### config.mk
export PLATFORM = sky130hd
export DESIGN_NAME = stopwatch_time_counter_flat
export DESIGN_NICKNAME = d
export VERILOG_FILES = /design/src/rtl/stopwatch_time_counter_if.sv /design/src/rtl/stopwatch_time_counter.sv /design/src/flat_wrapper.sv
export SDC_FILE = /design/constraint.sdc
export NUM_CORES = 1
export LEC_CHECK = 0
export ABC_AREA = 1
export ABC_CLOCK_PERIOD_IN_PS = 1500
export BUFFER_PORTS_ARGS = -buffer_cell sky130_fd_sc_hd__buf_2
export CORE_MARGIN = 1
export CORE_UTILIZATION = 35
export CTS_CLUSTER_DIAMETER = 100
export CTS_CLUSTER_SIZE = 28
export DETAILED_ROUTE_END_ITERATION = 12
export GPL_TIMING_DRIVEN = 0
export PLACE_DENSITY = 0.64
export REMOVE_ABC_BUFFERS = 1
export SYNTH_ARGS = -nofsm -noshare
export SYNTH_HDL_FRONTEND = slang
export SYNTH_SLANG_ARGS = --single-unit
### constraint.sdc
create_clock -name CLK -period 1.5 [get_ports CLK]
set_input_delay 0.45 -clock CLK [delete_from_list [all_inputs] [get_ports CLK]]
set_output_delay 0.45 -clock CLK [all_outputs]
set_load 0.005 [all_outputs]
### src/rtl/stopwatch_time_counter_if.sv
// -----------------------------------------------------------------------------
// stopwatch_time_counter_if
//
// Bundles the control inputs and display outputs of the stopwatch time
// counter. CLK and RST are kept outside the bundle as plain module ports.
//
// Signals:
//   EN100HZ  10 ms tick from the upstream tick generator (already run-gated)
//   CLR      synchronous clear of live count, lap register and lap mode
//   LAP      single-cycle pulse toggling lap-hold mode
//   DISP     24-bit BCD display value {M10,M1,S10,S1,C10,C1}
//   LAPHOLD  high while DISP shows the frozen lap value
//   OVF      one-cycle pulse on the tick arriving at 59:59.99
//   SAT      high while the count is saturated (WRAP=0 builds only)
//
// Modports:
//   master  the controller side: drives the controls, observes the display
//   slave   the counter itself
// -----------------------------------------------------------------------------
interface stopwatch_time_counter_if;
    logic        EN100HZ;
    logic        CLR;
    logic        LAP;
    logic [23:0] DISP;
    logic        LAPHOLD;
    logic        OVF;
    logic        SAT;

    modport master (
        output EN100HZ,
        output CLR,
        output LAP,
        input  DISP,
        input  LAPHOLD,
        input  OVF,
        input  SAT
    );

    modport slave (
        input  EN100HZ,
        input  CLR,
        input  LAP,
        output DISP,
        output LAPHOLD,
        output OVF,
        output SAT
    );
endinterface

### src/rtl/stopwatch_time_counter.sv
// -----------------------------------------------------------------------------
// stopwatch_time_counter
//
// MM:SS.CC stopwatch core. Keeps a six-digit BCD live count advanced by one
// centisecond per EN100HZ tick, a lap snapshot register, and a registered
// display that shows either the live count or the frozen lap value.
//
// Parameters:
//   WRAP  1: roll over from 59:59.99 to 00:00.00
//         0: stick at 59:59.99 and raise SAT until CLR/RST
//
// Ports:
//   CLK   clock, all state updates on the rising edge
//   RST   synchronous, active-high reset (wins over everything)
//   bus   slave side of stopwatch_time_counter_if
//         (EN100HZ, CLR, LAP in; DISP, LAPHOLD, OVF, SAT out)
//
// Priority within a cycle: RST > CLR > {LAP, EN100HZ}. LAP and EN100HZ act
// together; a snapshot taken on LAP captures the count from before the edge.
// -----------------------------------------------------------------------------
module stopwatch_time_counter #(
    parameter bit WRAP = 1'b1
) (
    input  logic                      CLK,
    input  logic                      RST,
    stopwatch_time_counter_if.slave   bus
);

    // Field order matches the display layout: M10 in [23:20], C1 in [3:0].
    typedef struct packed {
        logic [3:0] m10;
        logic [3:0] m1;
        logic [3:0] s10;
        logic [3:0] s1;
        logic [3:0] c10;
        logic [3:0] c1;
    } bcd_time_t;

    localparam bcd_time_t TIME_ZERO = '0;

    // -------------------------------------------------------------------------
    // State
    // -------------------------------------------------------------------------
    bcd_time_t live_q,    live_d;
    bcd_time_t lap_q,     lap_d;
    bcd_time_t disp_q,    disp_d;
    logic      laphold_q, laphold_d;
    logic      ovf_q,     ovf_d;
    logic      sat_q,     sat_d;

    // -------------------------------------------------------------------------
    // Increment path: live count + 0.01 s, fully resolved in one cycle
    // -------------------------------------------------------------------------
    bcd_time_t live_inc;
    logic      cy_c10;
    logic      cy_s1;
    logic      cy_s10;
    logic      cy_m1;
    logic      cy_m10;
    logic      at_max;

    // Advance one digit if it receives a carry; wraps to 0 past its maximum.
    function automatic logic [3:0] digit_step(
        input logic [3:0] d,
        input logic [3:0] max_val,
        input logic       carry_in
    );
        if (!carry_in) begin
            return d;
        end
        return (d == max_val) ? 4'd0 : d + 4'd1;
    endfunction

    always_comb begin
        // A digit receives a carry only when every lower digit sits at its
        // maximum, so the whole chain is a simple AND ladder.
        cy_c10 = (live_q.c1 == 4'd9);
        cy_s1  = cy_c10 && (live_q.c10 == 4'd9);
        cy_s10 = cy_s1  && (live_q.s1  == 4'd9);
        cy_m1  = cy_s10 && (live_q.s10 == 4'd5);
        cy_m10 = cy_m1  && (live_q.m1  == 4'd9);
        at_max = cy_m10 && (live_q.m10 == 4'd5);

        live_inc.c1  = digit_step(live_q.c1,  4'd9, 1'b1);
        live_inc.c10 = digit_step(live_q.c10, 4'd9, cy_c10);
        live_inc.s1  = digit_step(live_q.s1,  4'd9, cy_s1);
        live_inc.s10 = digit_step(live_q.s10, 4'd5, cy_s10);
        live_inc.m1  = digit_step(live_q.m1,  4'd9, cy_m1);
        // At 59:59.99 this yields 0, so live_inc is already the wrapped value.
        live_inc.m10 = digit_step(live_q.m10, 4'd5, cy_m10);
    end

    // -------------------------------------------------------------------------
    // Next-state logic
    // -------------------------------------------------------------------------
    // NOTE: every variable gets a default at the top of the block so no path
    // leaves one unassigned; otherwise synthesis infers a latch.
    always_comb begin
        live_d    = live_q;
        lap_d     = lap_q;
        laphold_d = laphold_q;
        ovf_d     = 1'b0;
        sat_d     = sat_q;

        if (bus.CLR) begin
            live_d    = TIME_ZERO;
            lap_d     = TIME_ZERO;
            laphold_d = 1'b0;
            sat_d     = 1'b0;
        end else begin
            // Lap toggle: entering hold snapshots the pre-edge live value.
            if (bus.LAP) begin
                if (!laphold_q) begin
                    lap_d     = live_q;
                    laphold_d = 1'b1;
                end else begin
                    laphold_d = 1'b0;
                end
            end

            // The live count keeps running whatever the lap mode.
            if (bus.EN100HZ) begin
                if (at_max) begin
                    // Only the first overflow pulses; once saturated the
                    // repeated ticks at 59:59.99 stay silent.
                    ovf_d = !sat_q;
                    if (WRAP) begin
                        live_d = live_inc;
                    end else begin
                        sat_d = 1'b1;
                    end
                end else begin
                    live_d = live_inc;
                end
            end
        end

        // Display follows the state being written this edge, so the new
        // value appears in the cycle right after the causing edge.
        disp_d = laphold_d ? lap_d : live_d;
    end

    // -------------------------------------------------------------------------
    // Registers
    // -------------------------------------------------------------------------
    // NOTE: sequential state uses non-blocking assignments so every flop
    // samples its _d value from before the edge, independent of statement order.
    // NOTE: the design holds only a handful of flops and no memory arrays, so
    // every register is reset; there is no storage that must stay un-reset.
    always_ff @(posedge CLK) begin
        if (RST) begin
            live_q    <= TIME_ZERO;
            lap_q     <= TIME_ZERO;
            disp_q    <= TIME_ZERO;
            laphold_q <= 1'b0;
            ovf_q     <= 1'b0;
            sat_q     <= 1'b0;
        end else begin
            live_q    <= live_d;
            lap_q     <= lap_d;
            disp_q    <= disp_d;
            laphold_q <= laphold_d;
            ovf_q     <= ovf_d;
            sat_q     <= sat_d;
        end
    end

    // -------------------------------------------------------------------------
    // Outputs (all straight from flops)
    // -------------------------------------------------------------------------
    assign bus.DISP    = disp_q;
    assign bus.LAPHOLD = laphold_q;
    assign bus.OVF     = ovf_q;
    assign bus.SAT     = sat_q;

endmodule

### src/flat_wrapper.sv
// flat-port wrapper written by rule: the top's interface ports become plain ports
module stopwatch_time_counter_flat 
#(
    parameter bit WRAP = 1'b1
)
  (CLK, RST, bus_EN100HZ, bus_CLR, bus_LAP, bus_DISP, bus_LAPHOLD, bus_OVF, bus_SAT);
  stopwatch_time_counter_if bus_i ();
  input  logic CLK;
  input  logic RST;
  input wire logic [$bits(bus_i.EN100HZ)-1:0] bus_EN100HZ;
  input wire logic [$bits(bus_i.CLR)-1:0] bus_CLR;
  input wire logic [$bits(bus_i.LAP)-1:0] bus_LAP;
  output wire logic [$bits(bus_i.DISP)-1:0] bus_DISP;
  output wire logic [$bits(bus_i.LAPHOLD)-1:0] bus_LAPHOLD;
  output wire logic [$bits(bus_i.OVF)-1:0] bus_OVF;
  output wire logic [$bits(bus_i.SAT)-1:0] bus_SAT;
  assign bus_i.EN100HZ = bus_EN100HZ;
  assign bus_i.CLR = bus_CLR;
  assign bus_i.LAP = bus_LAP;
  assign bus_DISP = bus_i.DISP;
  assign bus_LAPHOLD = bus_i.LAPHOLD;
  assign bus_OVF = bus_i.OVF;
  assign bus_SAT = bus_i.SAT;
  stopwatch_time_counter #(.WRAP(WRAP)) u_core (.CLK(CLK), .RST(RST), .bus(bus_i));
endmodule
==> results.md, run 1 <==
* Starting Density at 36.0%
* Antenna diodes at 0
* CP arrival at 1.77 ns
* Vias/cell at 5.07
* H-tree depth at 3
* Routed wire length at 8280 um
* Dominant cells by area after synthesis: dfxtp_1, nand2_1, nor2_1, inv_1, o21ai_0
* Hold Crit Class: input port to flip-flop
* Hold_buf cts at 0
* DRT iter0 DRCs at 169
* Maximum vdd drop at 401 uV
* Setup Crit Path Kind: input port to flip-flop
* Max-cap violations at 0
* # setup viols final at 2
* Worst slew pin tran at 0.569 ns
* Clock Path Buffers at 2
* Number of global-route vias before repair at 2621
* Seq/Total Area, Yosys at 47.4%
* Clock Skew at 0.00944 ns
* Ys async rst share at 0%
* Initial antenna violation count at 0
* Final Util at 45.7%
* Startpoint Class: input port
* Total power at 0.00423 W
* Final Net Count at 458
* Synth Flop Type: dfxtp_1
* Psw at 0.00103 W
* Count of cell types in the netlist at 39
* Synth Area per Inst at 7.89 um^2
* # clock sinks at 74
* Area delta synth->final at 27.1%
* FILL cells at 898
* Max_slew headroom at 62.1%
* Failing checks: negative setup slack
* Fmax at 0.657 GHz
* First-pass GRT wire length at 12700 um
* Synthesized flop and latch total at 74
* Biggest area consumer among synthesized cells: dfxtp_1
* Die width at 96.5 um
* Mapped Area at 0.00312 mm^2
* Status: complete, but fails checks
* Grt ovf at 0
* Top-count cell post-synth: dfxtp_1
* Part of the cycle the worst path needs at 101%
* Hold Violations, Final at 0
* Slew Viols, Final at 0
* Seq pwr share at 48.1%
* Yosys warns at 0
* Post-synth top cells: dfxtp_1, nand2_1, nor2_1
* Gp weighted congestion at 0.803
* CP Data Required Time at 1.74 ns
* RSZ-0062 raised after global routing: true
* GRT Util Overall at 18.3%
* Port Buffers at 30
* Hpwl dp at 4420 um
* Top cell type's share of synthesized area at 47.4%
* Worst skew pair latency at 0.35 ns
* Io pins at 32
* Clk root buf: clkbuf_8
* Iteration count of the initial detailed-routing pass at 6
* Clock share of power at 42.1%
* Routed len/inst at 14.6 um
* Comb pwr share at 9.8%
* CTS tree: built
* Switching share of power at 24.4%
* Largest net degree at the start of global routing at 28
* Via count at 2872
* Final worst-path setup slack at -0.0221 ns
* Cells after synthesis at 396
* Fraction of layout cells with a size suffix above 1 at 34.5%
* Die area at 0.00930 mm^2
* Core Region at 0.00868 mm^2
* Power per cell area at 1070 mW/mm^2
* Chip height at 96.5 um
* DRC at 0
* Number of flops mapped to enable cells by yosys at 0
* Remaining antenna violation count at 0
* Power Internal at 0.00320 W
* Clk slew on worst S/H paths at 0.08 ns
* Critical path capture point type: flip-flop
* Worst-path maximum fanout at 6
* CTS Buf Count at 9
* FP Rows at 34
* Period minus WS final at 1.52 ns
* Leak at 1.66 nW
==> cell usage in the layout, fill, tap and decap left out, drive strengths merged <==
| cell type | Yosys | final |
|---|---|---|
| a211oi | 4 | 4 |
| a21oi | 20 | 20 |
| a32o | 1 | 1 |
| and2 | 1 | 1 |
| and3 | 1 | 1 |
| buf | 9 | 58 |
| bufinv | 0 | 2 |
| clkbuf | 10 | 13 |
| clkinv | 0 | 2 |
| clkinvlp | 0 | 8 |
| conb | 1 | 1 |
| dfxtp | 74 | 74 |
| inv | 40 | 34 |
| mux2 | 1 | 1 |
| nand2 | 66 | 67 |
| nand3 | 26 | 26 |
| nand4 | 9 | 9 |
| nor2 | 67 | 70 |
| nor3 | 15 | 15 |
| nor3b | 1 | 1 |
| nor4 | 10 | 10 |
| o211ai | 4 | 4 |
| o21a | 2 | 2 |
| o21ai | 26 | 26 |
| o22ai | 2 | 2 |
| or2 | 5 | 5 |
| xor2 | 1 | 1 |
==> worst max-delay path: stages <==
cell,delay [ns]
buf_2,0.11
clkinvlp_4,0.17
nor2_4,0.18
clkinvlp_4,0.17
nand2_8,0.14
clkinvlp_4,0.20
mux2_2,0.33
==> through the flow <==
step / instances / area (um^2) / setup TNS [ns] / hold WS, ns / setup slack (ns)
6_report: 566 / 3970 / -0.0332 / 0.483 / -0.0221
5_1_grt: 566 / 3970 / -0.799 / 0.490 / -0.0962
4_1_cts: 548 / 3750 / 0 / 0.473 / 0.00578
3_5_place_dp: 515 / 3320 / -73.10 / 0.484 / -2.08
3_3_place_gp: 515 / 3320 / -96.26 / 0.481 / -2.71
2_1_floorplan: 377 / 3030 / -30.08 / 0.470 / -1.21
==> cell families (layout without fill, tap and decap cells) <==
group | count (synthesis) | in the layout | share of synthesized area, %
simple gates | 201 | 205 | 33.1
xor+xnor | 1 | 1 | 0.280
mux | 1 | 1 | 0.361
flops | 74 | 74 | 47.4
compound gates | 59 | 59 | 11.0
other cells | 1 | 1 | 0.120
buf+inv | 59 | 117 | 7.69
==> metal layers <==
layer / vias to the layer above / track usage, % / part of all wire (%)
met4: 0 / 8.95 / 2.7
met3: 20 / 2.97 / 6.1
met1: 1338 / 22.6 / 44
li1: 1420 / - / -
met5: - / 0 / 0
met2: 94 / 30.9 / 47
==> flip-flops by register name (all words and copies together), names as in the netlist <==
name / flops
u_core.bus.LAPHOLD: 1
u_core.live_q: 24
u_core.lap_q: 24
u_core.bus.DISP: 24
u_core.bus.OVF: 1
==> cell type report <==
class / instances / area [um^2] / area share, %
clock buffers: 12 / 155 / 3.91
clock inverters: 4 / 73.8 / 1.86
inverters: 40 / 173 / 4.35
multi-input cells: 267 / 1540 / 38.8
flip-flops and latches: 74 / 1500 / 37.8
well taps: 108 / 135 / 3.40
repair buffers: 59 / 378 / 9.52
repair inverters: 2 / 15.0 / 0.378
==> power by group through the flow <==
stage | clock network [W] | registers [W] | logic [W]
2_1_floorplan | 0 | 0.00209 | 0.000165
3_3_place_gp | 0 | 0.00208 | 0.000287
3_5_place_dp | 0 | 0.00208 | 0.000292
4_1_cts | 0.00181 | 0.00204 | 0.000351
5_1_grt | 0.00190 | 0.00204 | 0.000454
6_report | 0.00178 | 0.00204 | 0.000415
==> worst paths after layout <==
path / end / depth (start not counted) / start / slack, ns
worst min register to register: u_core.lap_q[22]$_SDFF_PP0_ / 2 / u_core.lap_q[22]$_SDFF_PP0_ / 0.49
worst max register to register: u_core.bus.DISP[2]$_SDFF_PP0_ / 5 / u_core.bus.LAPHOLD$_SDFF_PP0_ / 0.01
worst min-delay path: u_core.live_q[0]$_SDFF_PP0_ / 3 / bus_EN100HZ / 0.48
worst max-delay path: u_core.bus.DISP[2]$_SDFF_PP0_ / 7 / bus_LAP / -0.02
==> repair_timing <==
item | in CTS | in global routing
buffers inserted | 13 | 16
cloned | 4 | 2
hold endpoints to repair | 0 | 0
endpoints found under the setup margin | 62 | 31
pin swaps | 4 | 10
gates resized for setup | 23 | 44
No activity file was read; power rests on OpenSTA's default activity.
==> run 2, diff against run 1 <==
- ABC_CLOCK_PERIOD_IN_PS: 1500 -> 1250
- CORE_UTILIZATION: 35 -> 52
- PLACE_DENSITY: 0.64 -> 0.85
- clock period: 1.5 -> 1.25 ns (I/O delays scaled with it)
==> results.md, run 2 (synthesis gave the netlist of run 1 again) <==
* Status: complete, but fails checks
* Failing checks: negative setup slack
* RSZ-0062 raised after global routing: true
* DRC at 0 (unchanged)
* # setup viols final at 63 (+61)
* Die area at 0.00632 mm^2 (-32%)
* Final Net Count at 492 (+7.4%)
* Vias/cell at 6.21 (+22%)
* Most frequent cells in the layout: dfxtp_1, nor2_1, nand2_1
* Largest net degree at the start of global routing at 28 (unchanged)
* Post-route cell area at 0.00460 mm^2 (+16%)
* Crit path top cell by count: nor2_4
* Die width at 79.5 um (-18%)
* DRT iter0 DRCs at 459 (+170%)
* Area delta synth->final at 47.2%
* Routed wire length at 11700 um (+42%)
* Via count at 3495 (+22%)
* CTS tree: built
* Startpoint Class: flip-flop
* Routed len/inst at 20.8 um (+42%)
* First-pass GRT wire length at 13900 um (+9.5%)
* CP Data Required Time at 1.55 ns (-0.19 ns)
* Hpwl dp at 4330 um (-2.1%)
* Comb pwr share at 13.2% (+3.4 points)
* Worst skew pair latency at 0.38 ns (+0.03 ns)
* CP arrival at 1.98 ns (+0.21 ns)
* Clk slew on worst S/H paths at 0.09 ns (about the same)
* Hold Crit Class: input port to flip-flop
* Commonest non-fill, non-tap cell in the layout: dfxtp_1
* Power Internal at 0.00381 W (+19%)
* Crit-path cells: nand2_2, nor2_4, nand3_4, nor2_4, buf_6, inv_4, o21ai_2, nand4_1, nand2_1
* Hold Violations, Final at 0 (unchanged)
* Gp weighted congestion at 0.893 (+11%)
* Worst path max stage delay at 0.41 ns (+0.08 ns)
* Clock share of power at 39.6% (-2.5 points)
* Remaining antenna violation count at 0 (unchanged)
* Clock Path Buffers at 2 (unchanged)
* Iteration count of the initial detailed-routing pass at 7 (+1)
* Slew Viols, Final at 0 (unchanged)
* FILL cells at 265 (-70%)
* H-tree depth at 3 (unchanged)
* Initial antenna violation count at 0 (unchanged)
* Switching share of power at 26.4% (+1.9 points)
* Clock Skew at 0.0207 ns (+0.0113 ns)
* Antenna diodes at 0 (unchanged)
* Part of the cycle the worst path needs at 134%
* Psw at 0.00136 W (+32%)
* Clk root buf: clkbuf_8
* Seq pwr share at 47.2% (-0.9 points)
* Maximum vdd drop at 1010 uV (+150%)
* Grt ovf at 0 (unchanged)
* Slowest CP cell: dfxtp_2
* Fraction of layout cells with a size suffix above 1 at 50.1% (+16 points)
* CTS Buf Count at 9 (unchanged)
* Final worst-path setup slack at -0.423 ns (-0.401 ns)
* Dpl ws at -2.15 ns (-0.0779 ns)
* Period minus WS final at 1.67 ns
* FP Rows at 27 (-21%)
* Max-cap violations at 0 (unchanged)
* # clock sinks at 74 (unchanged)
* Leak at 1.94 nW (+17%)
* Port Buffers at 30 (unchanged)
* Starting Density at 55.4% (+19 points)
* GRT Util Overall at 29.3% (+11 points)
* Setup Crit Path Kind: flip-flop to flip-flop
* Number of global-route vias before repair at 2956 (+13%)
* Io pins at 32 (unchanged)
* Critical path capture point type: flip-flop
* Worst-path maximum fanout at 4 (-2)
* Power per cell area at 1130 mW/mm^2 (+5.6%)
* Fmax at 0.598 GHz
* Core Region at 0.00564 mm^2 (-35%)
* Post-DP Area at 0.00329 mm^2 (-1.1%)
* Chip height at 79.5 um (-18%)
## run 2: layer usage
metal	vias to the layer above	global-route usage (%)	wire length (um)
li1	1486	-	-
met5	-	0	0
met2	248	50.0	5610
met4	0	13.6	863
met3	102	7.77	1090
met1	1659	33.8	4170
## run 2: final cells by class
class                      instances  area, um^2  share of cell area [%]
multi-input combinational        265        1790                    38.9
sequential                        74        1510                    32.8
timing repair buffer              96         826                    18.0
inverter                          40         174                    3.78
clock buffer                       9         124                    2.69
tap                               72        90.1                    1.96
clock inverter                     6        82.6                    1.80
timing repair inverter             1        7.51                   0.163
## run 2: path summary, 6_finish.rpt
kind | start | to | slack [ns] | depth (start not counted)
hold reg to reg | u_core.lap_q[6]$_SDFF_PP0_ | u_core.lap_q[6]$_SDFF_PP0_ | 0.52 | 2
hold / removal | bus_EN100HZ | u_core.live_q[0]$_SDFF_PP0_ | 0.41 | 3
setup / recovery | u_core.live_q[11]$_SDFF_PP0_ | u_core.bus.DISP[14]$_SDFF_PP0_ | -0.42 | 9
setup reg to reg | u_core.live_q[11]$_SDFF_PP0_ | u_core.bus.DISP[14]$_SDFF_PP0_ | -0.42 | 9
## run 2: per-stage QoR
step	std cells	util [%]	power [W]	setup TNS, ns	hold WS [ns]
floorplan	377	-	0.00270	-39.40	0.447
global placement	479	58.0	0.00283	-102.11	0.482
detailed placement	480	58.3	0.00284	-77.99	0.500
CTS	543	71.9	0.00492	-6.49	0.396
global route	563	81.5	0.00529	-16.63	0.432
finish	563	81.5	0.00518	-14.19	0.411
## run 2: repair_timing
action	4_1_cts	5_1_grt
endpoints found under the setup margin	70	67
buffers inserted	45	18
cloned	3	2
hold buffers	0	0
resized for setup	74	100
pin swaps	17	34
## run 2: power groups by stage
stage / sequential [W] / clock, W / combinational [W]
after floorplan: 0.00250 / 0 / 0.000197
after CTS: 0.00244 / 0.00198 / 0.000500
after global placement: 0.00250 / 0 / 0.000332
after detailed placement: 0.00250 / 0 / 0.000345
after global routing: 0.00245 / 0.00213 / 0.000709
final: 0.00244 / 0.00205 / 0.000683
## run 2: critical path, delay by kind of cell (launching register included)
family,cells,cell delay [ns]
AO/OA/AOI/OAI,1,0.16
buffers and inverters,2,0.18
flip-flops,1,0.41
AND/OR/NAND/NOR,6,0.84
==> run 3, diff against run 2 <==
- ABC_AREA: 1 -> default
- ABC_CLOCK_PERIOD_IN_PS: 1250 -> 1600
- CORE_UTILIZATION: 52 -> 54
- PLACE_DENSITY: 0.85 -> 0.84
- clock period: 1.25 -> 1.6 ns (I/O delays scaled with it)
==> results.md, run 3 <==
* Status: complete, but fails checks
* Failing checks: negative setup slack
* Worst-path maximum fanout at 5 (+1)
* DRC at 0 (unchanged)
* Worst skew pair latency at 0.36 ns (-0.02 ns)
* Worst Reg2Reg Path Length in Cells at 6 (-3)
* Hold depth at 3 (unchanged)
* Initial antenna violation count at 0 (unchanged)
* Iteration count of the initial detailed-routing pass at 5 (-2)
* Ys async rst share at 0% (unchanged)
* Gp weighted congestion at 0.809 (-9.4%)
* Hold Crit Class: input port to flip-flop
* Port Buffers at 30 (unchanged)
* Final Net Count at 418 (-15%)
* R2R Setup Slk at -0.15 ns (+0.27 ns)
* Mapped Area at 0.00318 mm^2 (+2.0%)
* Top Metal Used: met4
* Routed wire length at 7530 um (-36%)
* Maximum vdd drop at 732 uV (-28%)
* Starting Density at 56.8% (+1.4 points)
* Number of flops mapped to enable cells by yosys at 0 (unchanged)
* Crit-path cells: and4bb_2, and3_4, buf_4, a32oi_1, o21ai_0, a31o_2
* M1 WL at 3140 um (-25%)
* Io pins at 32 (unchanged)
* Clock Path Buffers at 2 (unchanged)
* Clk slew on worst S/H paths at 0.08 ns (about the same)
* Seq pwr share at 50.8% (+3.6 points)
* Switching share of power at 22.4% (-3.9 points)
* Top cell type's share of synthesized area at 46.5% (-0.91 points)
* Most frequent cells in the layout: nand2_1, dfxtp_1, a21oi_1
* Core Region at 0.00561 mm^2 (-0.60%)
* # setup viols final at 11 (-83%)
* Met2 wire length at 3790 um (-32%)
* Clock share of power at 43.8% (+4.2 points)
* Setup Crit Path Kind: flip-flop to flip-flop
* Worst Hold Launch: bus_EN100HZ
* # clock sinks at 74 (unchanged)
* Antenna diodes at 0 (unchanged)
* Power per cell area at 926 mW/mm^2 (-18%)
* Max_slew headroom at 50.8%
* Hold path endpoint: u_core.live_q[0]$_SDFF_PP0_
* Post-route cell area at 0.00393 mm^2 (-15%)
* Seq/Total Area, Yosys at 46.5% (-0.91 points)
* Period minus WS final at 1.75 ns (+0.0788 ns)
* Worst slew pin tran at 0.735 ns
* Synthesized flop and latch total at 74 (unchanged)
* RSZ-0062 raised after global routing: true
* H-tree depth at 3 (unchanged)
* WHS at 0.450 ns (+0.0395 ns)
* Routed len/inst at 15.4 um (-26%)
* Max-cap violations at 0 (unchanged)
* Largest net degree at the start of global routing at 60 (+110%)
* Die width at 78.8 um (-0.89%)
* Power Internal at 0.00282 W (-26%)
* DRT iter0 DRCs at 376 (-18%)
* Top-count cell post-synth: dfxtp_1
* Clk root buf: clkbuf_8
* FP Rows at 27 (unchanged)
* Number of global-route vias before repair at 2536 (-14%)
* FILL cells at 416 (+57%)
* GRT Util Overall at 23.6% (-5.7 points)
* Multi-input logic area at 0.00174 mm^2 (-2.5%)
* Psw at 0.000816 W (-40%)
* Critical path capture point type: flip-flop
* Biggest area consumer among synthesized cells: dfxtp_1
* Leak at 1.41 nW (-27%)
* Yosys warns at 0 (unchanged)
* Commonest non-fill, non-tap cell in the layout: nand2_1
* Remaining antenna violation count at 0 (unchanged)
* CP arrival at 2.01 ns (+0.03 ns)
* Grt ovf at 0 (unchanged)
* Chip height at 78.8 um (-0.89%)
* Area delta synth->final at 23.3%
* Worst path max stage delay at 0.37 ns (-0.04 ns)
* Dominant cells by area after synthesis: dfxtp_1, nand2_1, a21oi_1, o21ai_0, nor2_1
* FF+latch area at 0.00151 mm^2 (+0.50%)
* Part of the cycle the worst path needs at 109% (-24 points)
* Clock Skew at 0.00897 ns (-0.0118 ns)
* Hold_buf cts at 0 (unchanged)
* Comb pwr share at 5.4% (-7.8 points)
* Final worst-path setup slack at -0.152 ns (+0.271 ns)
* Reg-to-Reg Start: u_core.live_q[10]$_SDFF_PP0_
* Fmax at 0.571 GHz (-4.5%)
* Synth Flop Type: dfxtp_1
* Slowest CP cell: dfxtp_2
* Post-synth top cells: dfxtp_1, nand2_1, a21oi_1
* Synth Area per Inst at 8.51 um^2 (+8.0%)
* Hold Violations, Final at 0 (unchanged)
* First-pass GRT wire length at 11400 um (-18%)
* CTS Buf Count at 9 (unchanged)
* Post-DP Area at 0.00331 mm^2 (+0.53%)
* Via count at 2855 (-18%)
* Cells after synthesis at 374 (-5.6%)
* Count of cell types in the netlist at 59 (+51%)
* Vias/cell at 5.83 (-6.1%)
* Hpwl dp at 4110 um (-5.1%)
* Slew Viols, Final at 0 (unchanged)
* Die area at 0.00621 mm^2 (-1.8%)
* Met3 WL at 404 um (-63%)
* CP Data Required Time at 1.85 ns (+0.30 ns)
* RR Endpoint: u_core.bus.DISP[19]$_SDFF_PP0_
* Startpoint Class: flip-flop
* Fraction of layout cells with a size suffix above 1 at 32.1% (-18 points)
* CTS tree: built
## run 3: cell families (layout without fill, tap and decap cells)
family          Yosys count  after routing  synth area share (%)
mux                       8              8                  2.67
compound gates           84             84                  16.3
xor+xnor                 11             11                  3.03
flops                    74             74                  46.5
buf+inv                  32             75                  4.99
fa+ha+maj                 1              1                 0.314
simple gates            163            164                  26.1
other cells               1              1                 0.118
## run 3: worst max-delay path by stage
| stage | from | to | cells after the start |
|---|---|---|---|
| after global routing | u_core.live_q[19]$_SDFF_PP0_ | u_core.live_q[23]$_SDFF_PP0_ | 5 |
| after floorplan | bus_LAP | u_core.bus.DISP[19]$_SDFF_PP0_ | 5 |
| after detailed placement | bus_LAP | u_core.bus.DISP[21]$_SDFF_PP0_ | 5 |
| final | u_core.live_q[10]$_SDFF_PP0_ | u_core.bus.DISP[19]$_SDFF_PP0_ | 6 |
| after CTS | u_core.live_q[5]$_SDFF_PP0_ | u_core.bus.DISP[20]$_SDFF_PP0_ | 5 |
| after global placement | bus_LAP | u_core.bus.DISP[19]$_SDFF_PP0_ | 6 |
## run 3: power groups by stage
stage / sequential [W] / clock (W) / combinational (W)
6_report: 0.00185 / 0.00159 / 0.000197
5_1_grt: 0.00185 / 0.00171 / 0.000211
4_1_cts: 0.00185 / 0.00161 / 0.000171
3_5_place_dp: 0.00190 / 0 / 0.000152
3_3_place_gp: 0.00190 / 0 / 0.000145
2_1_floorplan: 0.00190 / 0 / 0.0000895
## run 3: worst max-delay path, delay by kind of cell (launching register included)
family / cells / cell delay, ns
simple gates: 2 / 0.47
compound gates: 3 / 0.66
buf+inv: 1 / 0.14
flops: 1 / 0.37
## run 3: repair_timing
action / 4_1_cts / 5_1_grt
buffers inserted: 11 / 12
resized for setup: 40 / 33
pin swaps: 9 / 25
setup endpoints to repair: 60 / 28
gates cloned: 0 / 1
## run 3: cell type report
| class | count | share of cell area [%] |
|---|---|---|
| clock buffers | 11 | 3.60 |
| clock inverters | 5 | 1.98 |
| inverters | 6 | 0.574 |
| multi-input cells | 269 | 44.4 |
| flip-flops and latches | 74 | 38.6 |
| well taps | 72 | 2.29 |
| repair buffers | 53 | 8.60 |
## run 3: metrics by stage
| stage | util [%] | setup WS (ns) | instances | total power [W] | setup TNS (ns) |
|---|---|---|---|---|---|
| after floorplan | - | -0.760 | 348 | 0.00199 | -15.21 |
| after global placement | 58.6 | -2.19 | 450 | 0.00204 | -69.40 |
| after detailed placement | 58.9 | -1.46 | 451 | 0.00205 | -38.15 |
| after CTS | 66.6 | -0.0557 | 478 | 0.00363 | -0.203 |
| after global routing | 70.0 | -0.190 | 490 | 0.00376 | -1.98 |
| final | 70.0 | -0.152 | 490 | 0.00363 | -0.811 |
## run 3: routing by layer
metal	vias to the layer above	global-route usage (%)
li1	1366	-
met4	0	12.4
met3	26	6.21
met2	103	39.9
met5	-	0
met1	1360	27.2
